--- config.mk ---
export PLATFORM = sky130hd
export DESIGN_NAME = shift_right_sequencer_flat
export DESIGN_NICKNAME = d
export VERILOG_FILES = /design/src/rtl/shift_right_sequencer_if.sv /design/src/rtl/shift_right_sequencer.sv /design/src/flat_wrapper.sv
export SDC_FILE = /design/constraint.sdc
export NUM_CORES = 1
export LEC_CHECK = 0
export ABC_CLOCK_PERIOD_IN_PS = 4570
export BUFFER_PORTS_ARGS = -buffer_cell sky130_fd_sc_hd__buf_2
export CORE_MARGIN = 5
export CORE_UTILIZATION = 25
export CTS_BUF_LIST = sky130_fd_sc_hd__clkbuf_2 sky130_fd_sc_hd__clkbuf_4 sky130_fd_sc_hd__clkbuf_8
export CTS_CLUSTER_DIAMETER = 200
export DETAILED_ROUTE_END_ITERATION = 12
export GPL_TIMING_DRIVEN = 0
export PLACE_DENSITY = 0.43
export REMOVE_ABC_BUFFERS = 1
export SKIP_LAST_GASP = 1
export SYNTH_ARGS = -nofsm -noshare
export SYNTH_HDL_FRONTEND = slang
export SYNTH_SLANG_ARGS = --single-unit
--- constraint.sdc ---
create_clock -name clk -period 4.57 [get_ports clk]
set_clock_uncertainty 0.2 [all_clocks]
set_input_delay 0.2285 -clock clk [delete_from_list [all_inputs] [get_ports clk]]
set_output_delay 0.2285 -clock clk [all_outputs]
set_load 0.005 [all_outputs]
--- src/rtl/shift_right_sequencer_if.sv ---
// Request/response bundle for shift_right_sequencer: operand handshake in,
// result handshake out, plus the busy status flag.
interface shift_right_sequencer_if #(
  parameter int WIDTH = 64
);
  localparam int SHW = $clog2(WIDTH);

  logic             in_valid;
  logic             in_ready;
  logic [WIDTH-1:0] in_data;
  logic [SHW-1:0]   in_shamt;
  logic             out_valid;
  logic             out_ready;
  logic [WIDTH-1:0] out_data;
  logic             busy;

  modport master (
    output in_valid, in_data, in_shamt, out_ready,
    input  in_ready, out_valid, out_data, busy
  );

  modport slave (
    input  in_valid, in_data, in_shamt, out_ready,
    output in_ready, out_valid, out_data, busy
  );
endinterface

--- src/rtl/shift_right_sequencer.sv ---
// Multi-cycle logical right shifter: resolves one shift-amount bit per cycle
// through a bank of fixed power-of-two stages selected by a stage counter.

module fixed_shift_right #(
  parameter int WIDTH = 64,
  parameter int SHAMT = 1
) (
  input  logic             shift,
  input  logic [WIDTH-1:0] din,
  output logic [WIDTH-1:0] dout
);
  assign dout = shift ? (din >> SHAMT) : din;
endmodule

module shift_right_sequencer #(
  parameter int WIDTH = 64
) (
  input logic                    clk,
  input logic                    reset,
  shift_right_sequencer_if.slave bus
);
  localparam int SHW = $clog2(WIDTH);

  typedef enum logic [1:0] {
    IDLE  = 2'd0,
    SHIFT = 2'd1,
    DONE  = 2'd2
  } state_e;

  state_e           state_q, state_d;
  logic [WIDTH-1:0] acc_q, acc_d;
  logic [SHW-1:0]   sh_q, sh_d;
  logic [SHW-1:0]   k_q, k_d;

  logic [WIDTH-1:0] stage_out [SHW];
  logic [WIDTH-1:0] acc_next;
  logic             more_bits;

  // Only the stage addressed by k may shift; the rest pass through unused.
  for (genvar i = 0; i < SHW; i++) begin : g_stage
    fixed_shift_right #(
      .WIDTH (WIDTH),
      .SHAMT (1 << i)
    ) u_stage (
      .shift ((k_q == SHW'(i)) && sh_q[i]),
      .din   (acc_q),
      .dout  (stage_out[i])
    );
  end

  // NOTE: every always_comb output gets a default before any branch so no latch is inferred.
  always_comb begin
    acc_next  = acc_q;
    more_bits = 1'b0;
    for (int i = 0; i < SHW; i++) begin
      if (k_q == SHW'(i)) acc_next = stage_out[i];
      if ((SHW'(i) > k_q) && sh_q[i]) more_bits = 1'b1;
    end
  end

  always_comb begin
    state_d = state_q;
    acc_d   = acc_q;
    sh_d    = sh_q;
    k_d     = k_q;
    unique case (state_q)
      IDLE: begin
        if (bus.in_valid) begin
          acc_d   = bus.in_data;
          sh_d    = bus.in_shamt;
          k_d     = '0;
          state_d = SHIFT;
        end
      end
      SHIFT: begin
        acc_d = acc_next;
        // Stop as soon as no higher shift-amount bits remain to be applied.
        if (more_bits) k_d = k_q + 1'b1;
        else           state_d = DONE;
      end
      DONE: begin
        if (bus.out_ready) state_d = IDLE;
      end
      default: state_d = IDLE;
    endcase
  end

  // NOTE: sequential state uses non-blocking assignments so all flops update together.
  always_ff @(posedge clk) begin
    if (reset) begin
      state_q <= IDLE;
      acc_q   <= '0;
      sh_q    <= '0;
      k_q     <= '0;
    end else begin
      state_q <= state_d;
      acc_q   <= acc_d;
      sh_q    <= sh_d;
      k_q     <= k_d;
    end
  end

  assign bus.in_ready  = (state_q == IDLE);
  assign bus.out_valid = (state_q == DONE);
  assign bus.busy      = (state_q != IDLE);
  assign bus.out_data  = acc_q;

endmodule

--- src/flat_wrapper.sv ---
// flat-port wrapper written by rule: the top's interface ports become plain ports
module shift_right_sequencer_flat 
#(
  parameter int WIDTH = 64
)
  (clk, reset, bus_in_valid, bus_in_data, bus_in_shamt, bus_out_ready, bus_in_ready, bus_out_valid, bus_out_data, bus_busy);
  shift_right_sequencer_if #(.WIDTH(WIDTH)) bus_i ();
  input logic clk;
  input logic reset;
  input wire logic [$bits(bus_i.in_valid)-1:0] bus_in_valid;
  input wire logic [$bits(bus_i.in_data)-1:0] bus_in_data;
  input wire logic [$bits(bus_i.in_shamt)-1:0] bus_in_shamt;
  input wire logic [$bits(bus_i.out_ready)-1:0] bus_out_ready;
  output wire logic [$bits(bus_i.in_ready)-1:0] bus_in_ready;
  output wire logic [$bits(bus_i.out_valid)-1:0] bus_out_valid;
  output wire logic [$bits(bus_i.out_data)-1:0] bus_out_data;
  output wire logic [$bits(bus_i.busy)-1:0] bus_busy;
  assign bus_i.in_valid = bus_in_valid;
  assign bus_i.in_data = bus_in_data;
  assign bus_i.in_shamt = bus_in_shamt;
  assign bus_i.out_ready = bus_out_ready;
  assign bus_in_ready = bus_i.in_ready;
  assign bus_out_valid = bus_i.out_valid;
  assign bus_out_data = bus_i.out_data;
  assign bus_busy = bus_i.busy;
  shift_right_sequencer #(.WIDTH(WIDTH)) u_core (.clk(clk), .reset(reset), .bus(bus_i));
endmodule
==> Word level (Yosys, flattened, before mapping) <==
Index checks and enable logic that the tools add are counted.
{ "totals": {"regBits": 78, "input_bits": 74, "out_inout_bits": 67, "word_cells": 76} }
{ "op_classes": {"add_sub_neg": 1, "magnitude_cmp": 6, "eq_ne": 18, "n_mux": 27, "reduce_logical": 20} }
{ "ops": {"columns": ["cell", "count"], "rows": [
  ["$mux W64", 13],
  ["$pmux W64 S2", 1],
  ["$eq A6 B2 Y1 const B", 2],
  ["$eq A6 B3 Y1 const B", 2],
  ["$gt A1 B6 Y1 const A", 2],
  ["$gt A2 B6 Y1 const A", 2],
  ["$gt A3 B6 Y1 const A", 2],
  ["$logic_and A1 B1 Y1", 12],
  ["$mux W6", 2],
  ["$pmux W6 S2", 1],
  ["$reduce_and A9 Y1", 1],
  ["$ne A7 B1 Y1 const B", 1],
  ["$ne A7 B2 Y1 const B", 1],
  ["$ne A7 B6 Y1 const B", 1],
  ["$add A6 B1 Y6 const B", 1],
  ["$eq A6 B1 Y1 const B", 1],
  ["$logic_not A6 Y1", 1],
  ["$mux W1", 6],
  ["$mux W2", 3],
  ["$ne A2 B2 Y1 const B", 3],
  ["$ne A6 B5 Y1 const B", 1],
  ["$pmux W2 S3", 1],
  ["$reduce_and A3 Y1", 2],
  ["$ne A5 B4 Y1 const B", 1],
  ["other kinds (8)", 9]
]} }

==> Depth between registers and ports, before layout <==
Gate-level depths: netlist of run 1.
{ "logic_depth": {"ltp_word": 10, "ltp_mapped": 10, "mapped_depth_nobuf": 8} }

==> Modules after synthesis <==
From an unflattened synthesis of run 1, not the netlist that was laid out.
{ "unflattened": {"cells_unflattened": 1215, "area_unflattened_um2": 12135.4} }
{ "by_module_without_submodules": {"columns": ["module", "n_inst", "cells_per_inst", "area_per_inst_um2", "seq_area_each_um2"], "rows": [
  ["shift_right_sequencer", 1, 789, 6354.8, 1561.5],
  ["fixed_shift_right (u_core.g_stage[0].u_stage)", 1, 71, 1068.5, 0.0],
  ["fixed_shift_right (u_core.g_stage[1].u_stage)", 1, 71, 1054.8, 0.0],
  ["fixed_shift_right (u_core.g_stage[2].u_stage)", 1, 71, 1033.5, 0.0],
  ["fixed_shift_right (u_core.g_stage[3].u_stage)", 1, 71, 998.5, 0.0],
  ["fixed_shift_right (u_core.g_stage[4].u_stage)", 1, 71, 878.3, 0.0],
  ["fixed_shift_right (u_core.g_stage[5].u_stage)", 1, 71, 747.0, 0.0]
]} }

==> Worst setup path after synthesis of run 1 <==
OpenSTA, ideal clock, no wires.
{ "synth_timing": {"path_type": "reg-to-reg", "start": "register u_core.k_q[0]", "end": "register u_core.acc_q[9], in the netlist u_core.bus.out_data[9]", "setup_ns": 0.091, "t_arrival_ns": 2.114, "required_time_ns": 4.279, "setup_slack_ns": 2.165, "path_stages_with_launch": 10, "n_path_buf": 3, "period_less_slack_ns": 2.405, "path_cell_list": "dfxtp_1 ha_1 clkbuf_1 and2_1 clkbuf_1 clkbuf_1 a22oi_1 nand3_1 o211ai_1 a311oi_1"} }
{ "synth_between": {"elab_chain_cells": 7, "elab_cells_between_ends": 26, "classes_between": "eq/ne: 12; mux: 6; reduce/logical: 8"} }
{ "synth_rtl": {"columns": ["item", "line", "rtl"], "rows": [
  ["start: declaration", "shift_right_sequencer.sv:33", "logic [SHW-1:0] k_q, k_d;"],
  ["start signal: assignment", "shift_right_sequencer.sv:99", "k_q <= k_d;"],
  ["$eq A6 B1 Y1", "shift_right_sequencer.sv:45, shift_right_sequencer.sv:56", null],
  ["$mux W64 (5 in a row)", "shift_right_sequencer.sv:56", "if (k_q == SHW'(i)) acc_next = stage_out[i];"],
  ["$pmux W64 S2", "shift_right_sequencer.sv:66", "unique case (state_q)"],
  ["end signal: assignment", "shift_right_sequencer.sv:92", "acc_q <= '0;"],
  ["end signal: assignment", "shift_right_sequencer.sv:97", "acc_q <= acc_d;"],
  ["end: declaration", "shift_right_sequencer.sv:31", "logic [WIDTH-1:0] acc_q, acc_d;"]
]} }
Several ways; a longest one is shown, not always the timed one.
A chain may end at the register's enable or synchronous reset.

==> Worst setup path after layout of run 1 <==
{ "layout_timing": {"start": "register u_core.k_q[0]", "end": "register u_core.acc_q[35], in the netlist u_core.bus.out_data[35]"} }
The elaborated chain is that of the path after synthesis.

==> results of run 1 <==
==> cells by family after synthesis <==
kind of cell,after synthesis,share of synthesized area
AO/OA/AOI/OAI,297,0.398
XOR/XNOR,2,0.00308
adder cells (fa/ha/maj),4,0.00879
buffers and inverters,92,0.0739
flip-flops,78,0.274
AND/OR/NAND/NOR,293,0.242
==> synthesized netlist by cell type, types with 7 or more instances <==
master / instances / area, µm²
nor2b_1: 28 / 175
o211ai_1: 25 / 188
nand3_1: 27 / 135
a221o_1: 31 / 310
dfxtp_1: 78 / 1560
a311oi_1: 56 / 490
o221ai_1: 31 / 272
a21oi_1: 74 / 370
and2_1: 7 / 43.8
a22o_1: 31 / 272
buf_2: 20 / 100
nand2_1: 77 / 289
a22oi_1: 17 / 128
nor2_1: 104 / 390
inv_1: 7 / 26.3
and3_1: 32 / 200
a211oi_1: 11 / 82.6
clkbuf_1: 54 / 203
==> cell type report <==
type	count	area, µm²	share of cell area
multi-input cells	596	3760	0.517
flip-flops and latches	78	1560	0.215
repair buffers	195	1350	0.186
well taps	285	357	0.0490
clock buffers	13	166	0.0229
clock inverters	3	42.5	0.00585
inverters	8	30.0	0.00413
==> final timing paths <==
kind,from,to,slack (ns),depth (start not counted)
min reg2reg,u_core.sh_q[2]$_SDFFE_PP0P_,u_core.sh_q[2]$_SDFFE_PP0P_,0.28,2
max reg2reg,u_core.k_q[0]$_SDFFE_PP0P_,u_core.bus.out_data[35]$_SDFFE_PP0P_,0.37,7
max,u_core.k_q[0]$_SDFFE_PP0P_,u_core.bus.out_data[35]$_SDFFE_PP0P_,0.37,7
min,bus_in_data[11],u_core.bus.out_data[11]$_SDFFE_PP0P_,0.01,3
==> worst min-delay path, cell delays in order <==
cell,delay (ns)
buf_2,0.11
a21oi_1,0.12
a311oi_1,0.09
==> layer usage <==
metal | vias to the layer above | GRT usage
li1 | 3194 | -
met1 | 3258 | 0.276
met2 | 255 | 0.304
met3 | 24 | 0.0434
met4 | 0 | 0.0450
met5 | - | 0
==> repair_timing <==
action                                  4_1_cts  5_1_grt
endpoints found under the setup margin       19        0
hold buffers                                 44        0
hold endpoints to repair                     44        0
buffers inserted                              0        0
gates resized for setup                       1        0
==> flip-flops by register name, summed over array words and instances (netlist names) <==
signal / flops
u_core.k_q: 6
u_core.sh_q: 6
u_core.state_q: 2
u_core.bus.out_data: 64
==> report_power, final <==
part	internal, mW	leakage [nW]	switching (mW)
registers	0.771	0.645	0.245
clock network	0.295	0.106	0.297
logic	0.307	2.17	0.348
==> metrics by stage <==
| step | total power [mW] | worst slack, ns | instance area, µm² | instances | TNS [ns] |
|---|---|---|---|---|---|
| floorplan | 1.28 | -0.0843 | 5300 | 682 | -2.01 |
| global placement | 1.65 | -1.93 | 6360 | 1107 | -119.07 |
| detailed placement | 1.66 | -0.0259 | 6620 | 1118 | -0.0262 |
| CTS | 2.28 | 0.441 | 7270 | 1178 | 0 |
| global route | 2.40 | 0.108 | 7270 | 1178 | 0 |
| finish | 2.26 | 0.373 | 7270 | 1178 | 0 |
==> summary.txt, run 1 <==
Run status
  • Outcome: completed

Finish
  • Nets: approximately 970
  • Share of cells above drive strength 1: 0.205
  • Number of diodes: 0
  • Final Core Density: 0.323
  • Layout filler cell count: 2436
  • Commonest non-fill, non-tap cell in the layout: buf_2
  • Area grow syn2layout: 27.8%
  • Most frequent cells in the layout: buf_2, nor2_1, dfxtp_1

CTS
  • Clock sinks: slightly below 80
  • CTS tree: yes
  • CTS Buffer Depth: 2
  • Worst-skew pair later-pin latency: approximately 0.38 ns
  • Number of buffers created by CTS: 9
  • Depth of the CTS H-tree: 3
  • Clock-pin slew on the worst setup and hold paths: ~0.09 ns
  • CTS Root Cell: clkbuf_8

Worst setup path
  • Worst EP required: ~4.7 ns
  • Top delay family on crit path: simple AND/OR/NAND/NOR gates
  • CP arrival: between 4 and 5 ns
  • Critical path capture point type: register
  • Setup CP Type: register to register
  • Worst path buffer plus inverter count: 1
  • Slowest stage delay, CP: approximately 1.2 ns
  • Critical-path top delay cell: and2_1
  • Max FO, Critical Path: 80
  • CP cell instances: nor2b_1 -> and2_1 -> or3_1 -> o211a_4 -> buf_16 -> nor2_1 -> a311oi_1
  • Startpoint Class: register

Yosys
  • Register area share after synthesis: 0.274
  • YS warnings: 0
  • EDFF count, synth: 0
  • Unique masters post-synth: 46
  • Syn avg cell area: 7.43 µm²
  • Yosys reg bits: 78
  • Post-synthesis async set-or-reset flop share: 0
  • Netlist Area Pre-Place: roughly 5700 µm²
  • Mapped Cells: around 770
  • Main synth FF type: dfxtp_1

Floorplan
  • Core area: ~23000 µm²
  • Num rows: 55
  • Height of the die: ~160 µm
  • Die area: roughly 26000 µm²
  • Initial Util: 0.253
  • Die width: between 150 and 200 µm
  • I/O pins: about 140

Routing
  • Iter 0 DRT Violations: around 770
  • Metal3 WL: about 1.7 mm
  • Metal2 WL: 11.9 mm
  • Drt pass-1 iters: 5
  • Vias/cell: about 5.7
  • Detailed Route WL: 26.2 mm
  • Top layer in use: met4
  • Drt drc: 0
  • Vias: slightly below 7000
  • Routed Antenna Nets: 0
  • Metal-1 WL: 12.2 mm
  • Post-DR wirelength/cell: ~22 µm

STA
  • Post-route minimum period: between 4 and 5 ns
  • # setup viols final: 0
  • RSZ-0062 raised after global routing: false
  • Hold Slack: 0.0140 ns
  • Slew Limit Headroom: 0.0846
  • Fin. Hold Viols: 0
  • Period utilization: 0.918
  • Final-report max-slew violation count: 0
  • Max Freq: 238 MHz
  • Pin slew with the least headroom to its limit: approximately 1.4 ns

Power and ir drop
  • Peak VDD IR: between 100 and 150 µV
  • PwrDens: around 310 nW/µm²
  • P_leak: 2.92 nW

GRT
  • Largest net degree at the start of global routing: slightly above 80
  • Tot GR Track Use: 0.195
  • Gr ovfl total: 0
  • Vias in the first global route: between 6000 and 7000
  • Initial antenna violation count: 0
  • First-pass GRT wire length: between 40 and 50 mm

Flow run
  • MaxCap Viol Count: 0

Min path
  • Hold Path Class: primary input to register

Place
  • I/O Buffers: 140
  • Final HPWL DP: 16.9 mm
  • GP Congestion: between 0.7 and 0.8
Power figures use the tool's default switching activity.
==> run 2, diff against run 1 <==
CELL_PAD_IN_SITES_DETAIL_PLACEMENT = 0   (was default)
CELL_PAD_IN_SITES_GLOBAL_PLACEMENT = 2   (was default)
PLACE_DENSITY = 0.68   (was 0.43)
==> run 2 against run 1 <==
  * Global-route usage fell by 0.10 points
  * Critical path depth fell by 1
  * Fmax rose by 3.8%
  * Non-clock buffer count fell by 2
  * Sequential share of layout area rose by 0.22 points
  * Wire length barely moved
==> summary.txt, run 2 (same netlist as run 1, synthesis figures left out) <==
STA
  • # setup viols final: 0
  • Final-report max-slew violation count: 0
  • RSZ-0062 raised after global routing: false
  • Max Freq: about 250 MHz
  • Post-route minimum period: around 4.0 ns
  • Pin slew with the least headroom to its limit: 1.35 ns
  • Final worst setup slack: 0.526 ns
  • Fin. Hold Viols: 0
  • Slew Limit Headroom: 0.0968
  • Hold Slack: roughly 0.010 ns
  • Period utilization: 0.885

Place
  • GP Congestion: between 0.7 and 0.8
  • Placed insts: 1117
  • Cell Area, Placed: approximately 6600 µm²
  • Final HPWL DP: approximately 17 mm
  • Post-Place Worst Slack: 0.540 ns
  • I/O Buffers: 140

Finish
  • Cell area after layout: a little over 7000 µm²
  • Area grow syn2layout: 26.5%
  • Layout Cells excl Fill: 1176
  • Commonest non-fill, non-tap cell in the layout: buf_2
  • Most frequent cells in the layout: buf_2, nor2_1, dfxtp_1
  • Share of cells above drive strength 1: 0.205
  • Max reg flops: between 60 and 70
  • Number of diodes: 0
  • Nets: roughly 960

Worst setup path
  • CP cell instances: ha_2 -> clkinv_1 -> nor3_4 -> a221o_1 -> o221ai_1 -> a311oi_1
  • Worst path buffer plus inverter count: 1
  • Worst r2r src: u_core.k_q[1]$_SDFFE_PP0P_
  • Critical path capture point type: register
  • Top delay family on crit path: simple AND/OR/NAND/NOR gates
  • FF-to-FF path depth: 6
  • Crit Reg-Reg Endpoint: u_core.bus.out_data[0]$_SDFFE_PP0P_
  • CP arrival: a little over 4 ns
  • Startpoint Class: register
  • Setup CP Type: register to register
  • Slowest stage delay, CP: 1.16 ns
  • Max FO, Critical Path: 32
  • Critical-path top delay cell: nor3_4
  • Worst EP required: about 4.7 ns
  • R2r setup slk: about 0.53 ns

CTS
  • Depth of the CTS H-tree: 3
  • CTS Root Cell: clkbuf_8
  • Clock-pin slew on the worst setup and hold paths: approximately 0.10 ns
  • Post-CTS Setup Repair Bufs: 0
  • Clock sinks: between 70 and 80
  • CTS tree: yes
  • Cts repair resizes: 0
  • Number of buffers created by CTS: 9
  • Worst-skew pair later-pin latency: about 0.38 ns
  • CTS Buffer Depth: 2

Floorplan
  • Initial Util: 0.253
  • Die area: roughly 26000 µm²
  • Num rows: between 50 and 60
  • Height of the die: 161 µm
  • I/O pins: approximately 140
  • Die width: 161 µm
  • Core area: approximately 23000 µm²

GRT
  • Vias in the first global route: 6414
  • Gr ovfl total: 0
  • Tot GR Track Use: 0.194
  • First-pass GRT wire length: around 40 mm
  • Initial antenna violation count: 0
  • Largest net degree at the start of global routing: 83

Power and ir drop
  • Peak VDD IR: around 140 µV
  • P_leak: 2.88 nW
  • PwrDens: 305 nW/µm²

Min path
  • Hold path start: bus_in_data[14]
  • End of the worst hold path: u_core.bus.out_data[14]$_SDFFE_PP0P_
  • Worst hold stages: 3
  • Hold Path Class: primary input to register

Run status
  • Outcome: completed

Routing
  • Drt drc: 0
  • Iter 0 DRT Violations: 740
  • Vias/cell: between 5 and 6
  • Detailed Route WL: 26.2 mm
  • Drt pass-1 iters: 5
  • Vias: 6729
  • Routed Antenna Nets: 0
  • Post-DR wirelength/cell: 22.3 µm

Flow run
  • MaxCap Viol Count: 0
## run 2: cell count changes in the layout (fill, tap and decap cells not counted), sizes merged
cell,change
clkinv,+2
clkinvlp,+1
clkbuf,-3
buf,-1
dlygate4sd3,-1
inv,+1
bufinv,-1
## run 2: metrics by stage
step           power [mW]  utilization  setup TNS (ns)
3_5_place_dp         1.65        0.293               0
6_report             2.19        0.320               0
2_1_floorplan        1.28            -           -2.01
3_3_place_gp         1.64        0.283         -121.76
4_1_cts              2.21        0.320               0
5_1_grt              2.33        0.320               0
## run 2: area by class of cell
class,count,area (µm²)
multi-input combinational,596,3760
tap,285,357
clock buffer,10,138
timing repair buffer,193,1300
clock inverter,6,46.3
fill,2466,15300
sequential,78,1560
inverter,8,30.0
## run 2: repair_timing
action                                 CTS  global route
setup endpoints to repair                0             0
hold buffers                            43             0
endpoints found under the hold margin   43             0
## run 2: worst reg2reg max path, delay by kind of cell, from the launching register on
family	cells	cell delay [ns]
adder cells (fa/ha/maj)	1	0.79
AND/OR/NAND/NOR	1	1.16
flip-flops	1	0.49
buffers and inverters	1	0.54
AO/OA/AOI/OAI	3	0.79
## run 2: how the worst max path moves through the flow
stage | startpoint | endpoint | slack (ns) | cells after the start
floorplan | u_core.k_q[0]$_SDFFE_PP0P_ | u_core.bus.out_data[2]$_SDFFE_PP0P_ | -0.08 | 6
global placement | u_core.k_q[0]$_SDFFE_PP0P_ | u_core.bus.out_data[2]$_SDFFE_PP0P_ | -1.96 | 5
detailed placement | u_core.k_q[1]$_SDFFE_PP0P_ | u_core.bus.out_data[0]$_SDFFE_PP0P_ | 0.54 | 6
CTS | u_core.k_q[0]$_SDFFE_PP0P_ | u_core.bus.out_data[33]$_SDFFE_PP0P_ | 0.50 | 7
global route | u_core.k_q[2]$_SDFFE_PP0P_ | u_core.bus.out_data[37]$_SDFFE_PP0P_ | 0.15 | 5
finish | u_core.k_q[1]$_SDFFE_PP0P_ | u_core.bus.out_data[0]$_SDFFE_PP0P_ | 0.53 | 6
## run 2: per-layer routing
| layer | global-route usage | vias to the layer above | wire (µm) |
|---|---|---|---|
| li1 | - | 3185 | - |
| met1 | 0.282 | 3258 | 12700 |
| met2 | 0.298 | 253 | 11500 |
| met3 | 0.0326 | 33 | 1550 |
| met4 | 0.0512 | 0 | 512 |
| met5 | 0 | - | 0 |
## run 2: report_power, final
part	switching, mW	internal [mW]
logic	0.348	0.301
clock network	0.311	0.215
registers	0.246	0.771
